$ cat src/rtl/mult_pkg.sv
// mult_pkg: shared state encoding and sizing constants for the shift-add multiplier controller
package mult_pkg;
  localparam int MULT_WIDTH = 32;
  localparam int ITER_W = $clog2(MULT_WIDTH);
  typedef enum logic [2:0] {IDLE, INIT, ADD, SHIFT, DONE} state_t;
endpackage

$ cat src/rtl/mult_iter_cnt.sv
// mult_iter_cnt: iteration counter that saturates at WIDTH-1 and flags the final iteration
module mult_iter_cnt
  import mult_pkg::*;
#(
  parameter int WIDTH = MULT_WIDTH
) (
  input  logic                     Clk,
  input  logic                     Reset_n,
  input  logic                     Clear,
  input  logic                     Inc,
  output logic [$clog2(WIDTH)-1:0] Count,
  output logic                     Last
);
  localparam int CW = $clog2(WIDTH);
  assign Last = Count == CW'(WIDTH - 1);
  // count iterations; holding at the terminal value keeps the index wrap-free
  always_ff @(posedge Clk or negedge Reset_n)
    if (!Reset_n) Count <= '0;
    else if (Clear) Count <= '0;
    else if (Inc && !Last) Count <= Count + CW'(1);
endmodule

$ cat src/rtl/mult_ctrl.sv
// mult_ctrl: Moore controller sequencing a WIDTH-iteration shift-add multiplier datapath
module mult_ctrl
  import mult_pkg::*;
#(
  parameter int WIDTH = MULT_WIDTH
) (
  input  logic                     Clk,
  input  logic                     Reset_n,
  input  logic                     Start,
  input  logic                     Signed,
  input  logic                     M_Lsb,
  input  logic                     Resp_Ready,
  input  logic                     Acc_Msb,
  output logic                     Busy,
  output logic                     Clear_A,
  output logic                     Load_B,
  output logic                     Load_M,
  output logic                     Add_En,
  output logic                     Sub,
  output logic                     Shift_En,
  output logic                     Shift_In,
  output logic                     Sign_Ext,
  output logic [$clog2(WIDTH)-1:0] Count,
  output logic                     Valid
);
  state_t state, nextState;
  logic lastIter;
  mult_iter_cnt #(.WIDTH(WIDTH)) iterCnt (
    .Clk    (Clk),
    .Reset_n(Reset_n),
    .Clear  (state == IDLE || state == INIT),
    .Inc    (state == SHIFT),
    .Count  (Count),
    .Last   (lastIter)
  );
  // state register
  always_ff @(posedge Clk or negedge Reset_n)
    if (!Reset_n) state <= IDLE;
    else state <= nextState;
  // operand mode is frozen at acceptance so a changing Signed input cannot corrupt a run
  always_ff @(posedge Clk or negedge Reset_n)
    if (!Reset_n) Sign_Ext <= 1'b0;
    else if (state == IDLE && Start) Sign_Ext <= Signed;
  // next-state and datapath strobes; the final signed iteration subtracts the sign-weighted partial product
  always_comb begin
    nextState = state;
    case (state)
      IDLE:    nextState = Start ? INIT : IDLE;
      INIT:    nextState = ADD;
      ADD:     nextState = SHIFT;
      SHIFT:   nextState = lastIter ? DONE : ADD;
      DONE:    nextState = Resp_Ready ? IDLE : DONE;
      default: nextState = IDLE;
    endcase
    Busy     = state != IDLE;
    Clear_A  = state == INIT;
    Load_B   = state == INIT;
    Load_M   = state == INIT;
    Add_En   = state == ADD && M_Lsb;
    Sub      = state == ADD && M_Lsb && Sign_Ext && lastIter;
    Shift_En = state == SHIFT;
    Shift_In = Sign_Ext & Acc_Msb;
    Valid    = state == DONE;
  end
endmodule

$ cat config.mk
export PLATFORM = sky130hd
export DESIGN_NAME = mult_ctrl
export DESIGN_NICKNAME = d
export VERILOG_FILES = /design/src/rtl/mult_pkg.sv /design/src/rtl/mult_iter_cnt.sv /design/src/rtl/mult_ctrl.sv
export SDC_FILE = /design/constraint.sdc
export NUM_CORES = 1
export LEC_CHECK = 0
export ABC_AREA = 0
export CELL_PAD_IN_SITES_DETAIL_PLACEMENT = 0
export CELL_PAD_IN_SITES_GLOBAL_PLACEMENT = 2
export CORE_AREA = 2 2 49 51
export DETAILED_ROUTE_END_ITERATION = 10
export DIE_AREA = 0 0 51 53
export PLACE_DENSITY = 0.82
export SYNTH_ARGS = -nofsm -noshare
export SYNTH_HDL_FRONTEND = slang
export SYNTH_SLANG_ARGS = --single-unit
$ cat constraint.sdc
create_clock -name Clk -period 3.3 [get_ports Clk]
set_input_delay 0.66 -clock Clk [delete_from_list [all_inputs] [get_ports Clk]]
set_output_delay 0.66 -clock Clk [all_outputs]
set_load 0.01 [all_outputs]
==> metrics.md <==
| Metric | Value |
|---|---|
| Layout Skew | approximately 0.0043 ns |
| Maxcap violations | 0 |
| Critical path startpoint | M_Lsb |
| Seq pwr share | 37.3% |
| Vias/cell | 4.66 |
| Final period utilization | about four fifths |
| Routed vias | 475 |
| Share of cells above drive strength 1 | 14.9% |
| Area growth syn-to-layout | 42.6% |
| Switch Pwr | 0.000198 W |
| CP Capture Type | output port |
| Slew HR | 69.4% |
| Startpoint Class | primary input |
| GRT Overall Usage | 10.1% |
| Reg2reg setup slack | between 1 and 1.5 ns |
| Post-route cell area | 779 µm² |
| #FFs+latches synth | 9 |
| Min Tclk post-route | 2.70 ns |
| Synth cell types | 27 |
| Worst R2R End | iterCnt.Count[3] |
| Unrepaired setup endpoints after global routing | no |
| CTS resizes | 0 |
| Routability cong. | 0.672 |
| Top cells by area, synth | dfrtp_1 (41%), a22o_1 (8.0%), ha_1 (4.6%), mux2_2 (4.1%), nand2_1 (3.4%) |
| Hold Path Class | flip-flop to flip-flop |
| Final global-route overflow total | 0 |
| Critical Path Stages | 4 |
| Core footprint | 0.00215 mm² |
| Peak supply drop | 0.275 mV |
| Slowest CP cell | clkdlybuf4s50_1 |
| DRT Pass-1 Iters | 4 |
| CP delay by family, top | buffers and inverters |
| Pwr/cell area | 710 mW/mm² |
| Num CTS Buffers | 3 |
| Final wirelength | 1250 µm |
| Syn Inst Count | 53 |
| Logic pwr share | 47.4% |
| Post-Syn Area per Cell | about 10 µm² |
| Max frequency | 370 MHz |
| PortBufs | 21 |
| Post-DR wirelength/cell | between 10 and 15 µm |
| EDFF count, synth | 0 |
| Clock slew at reported path FFs | 0.06 ns |
| Starting Density | 25.5% |
| Slowest stage delay, CP | 0.54 ns |
| Die area | approximately 0.0027 mm² |
| Worst-path fanout max | 2 |
| Insertion delay to the later sink of the worst-skew pair | 0.26 ns |
| Yosys top cell by area | dfrtp_1 |
| R2R depth | 6 |
| DRT iter0 DRCs | 13 |
| TritonCTS clock tree | yes |
| Setup Fix Bufs, Post-CTS | 0 |
| Worst path buffer plus inverter count | 2 |
| Final core utilization | 36.3% |
| First-pass GRT wire length | 2030 µm |
| CTS root buf | clkbuf_4 |
| # diodes | 0 |
| Switching Share | between 30% and 40% |
| Kind of critical path | primary input to output port |
| Arrival time worst endpoint | between 2 and 2.5 ns |
| I/O Pins | 22 |
| Largest net degree at the start of global routing | 15 |
| Actual slew at the worst max-slew pin | 0.459 ns |
| Critical Path RT | ~2.6 ns |
| # DRC | 0 |
| Final setup viols | 0 |
| Cts hold-fix bufs | 0 |
| Cell Area, Placed | 752 µm² |
| Cell mode on critical path | clkdlybuf4s50_1 |
| Initial antenna violation count | 0 |
| Hold Crit Depth | 1 |
| CTS Buffer Depth | 2 |
| Outcome | complete, no violations |
| Synth Warn # | 0 |
| Syn nets | 62 |
| Lkg Pwr | 0.332 nW |
| HPWL Detailed | 924 µm |
| Hold_sp | Sign_Ext |
| Post-synth ARST share | 100% |
| Synth Flop Type | dfrtp_1 |
| Register area share after synthesis | 41.2% |
| Yosys top cell area share | 41.2% |
| Die Ht | 53 µm |
| Final Max Slew Viols | 0 |
| Mapped Area | 547 µm² |
| Site Rows | 17 |
| Worst R2R Start | iterCnt.Count[0] |
| H-tree depth | 1 |
| Final #Nets | 84 |
| Int Power | 0.000356 W |
| Vias in the first global route | about 440 |
| Clock sinks | 9 |
| Worst hold path endpoint | Sign_Ext |
| Final Hold Fails | 0 |
| Final TNS setup | 0 ns |
| Crit-path cells | clkdlybuf4s50_1, nor3b_1, and3_1, clkdlybuf4s50_1 |
| Antenna-violating nets left | 0 |
| Die X | 51 µm |
| Clock power share | 15.4% |
routing by layer:
layer	wire (µm)	up-vias	global-route usage, %
li1	-	238	-
met3	37	2	1.13
met5	0	-	0
met4	17	0	8.11
met2	592	10	14.9
met1	598	225	13.2
worst max-delay path by stage:
stage,to,slack (ns)
final,Sub,0.60
after global routing,Sub,0.46
after CTS,Sub,0.59
after detailed placement,Sub,0.59
after global placement,Sub,0.62
after floorplan,Sub,1.37
synthesized netlist by cell type (2+ instances only):
master	count
nor3b_1	2
and3_1	2
a22o_1	5
buf_4	2
ha_1	2
nand2_1	5
dfrtp_1	9
inv_1	2
mux2_2	2
nor2_1	3
nor3_1	2
o211ai_1	2
stage by stage:
| stage | hold slack (ns) | worst slack, ns | std cells | total power, W |
|---|---|---|---|---|
| after floorplan | 0.364 | 1.37 | 53 | 0.000348 |
| after global placement | 0.548 | 0.620 | 98 | 0.000469 |
| after detailed placement | 0.550 | 0.594 | 98 | 0.000472 |
| after CTS | 0.567 | 0.592 | 102 | 0.000561 |
| after global routing | 0.600 | 0.461 | 102 | 0.000595 |
| final | 0.566 | 0.599 | 102 | 0.000554 |
power by group through the flow:
stage,Combinational [W],Clock (W),Sequential [W]
2_1_floorplan,0.000141,0,0.000207
3_3_place_gp,0.000262,0,0.000207
3_5_place_dp,0.000263,0,0.000209
4_1_cts,0.000265,0.0000890,0.000207
5_1_grt,0.000286,0.0000933,0.000216
6_report,0.000262,0.0000851,0.000206
layout by cell type, fill, tap and decap left out, drive strengths merged, types with 3 or more instances in the layout:
master         count
and3               3
dfrtp              9
nor2               3
a22o               5
clkdlybuf4s50     21
nor3b              3
nand2              5
clkbuf             3
worst reg2reg max path: cells and delay by family (launching register included):
kind,cells,cell delay (ns)
and+or+nand+nor,3,0.67
adders and majority gates,2,0.48
AOI/OAI and AO/OA,1,0.23
DFF,1,0.43
registers in the layout (all words and copies together), names as in the netlist:
signal	flops
state	3
Sign_Ext	1
iterCnt.Count	5
cell type report:
type / instances / area, µm²
timing repair buffer: 21 / 210
fill: 234 / 1370
sequential: 9 / 225
clock buffer: 3 / 22.5
multi-input combinational: 38 / 274
clock inverter: 1 / 5.00
tap: 28 / 35.0
inverter: 2 / 7.51
kinds of logic after synthesis:
kind of cell / count (synthesis) / synth area share, %
mux: 2 / 4.12
compound gates: 9 / 13.3
flops: 9 / 41.2
buf+inv: 6 / 8.69
simple gates: 25 / 28.1
fa+ha+maj: 2 / 4.58
(Power assumes the default switching activity.)
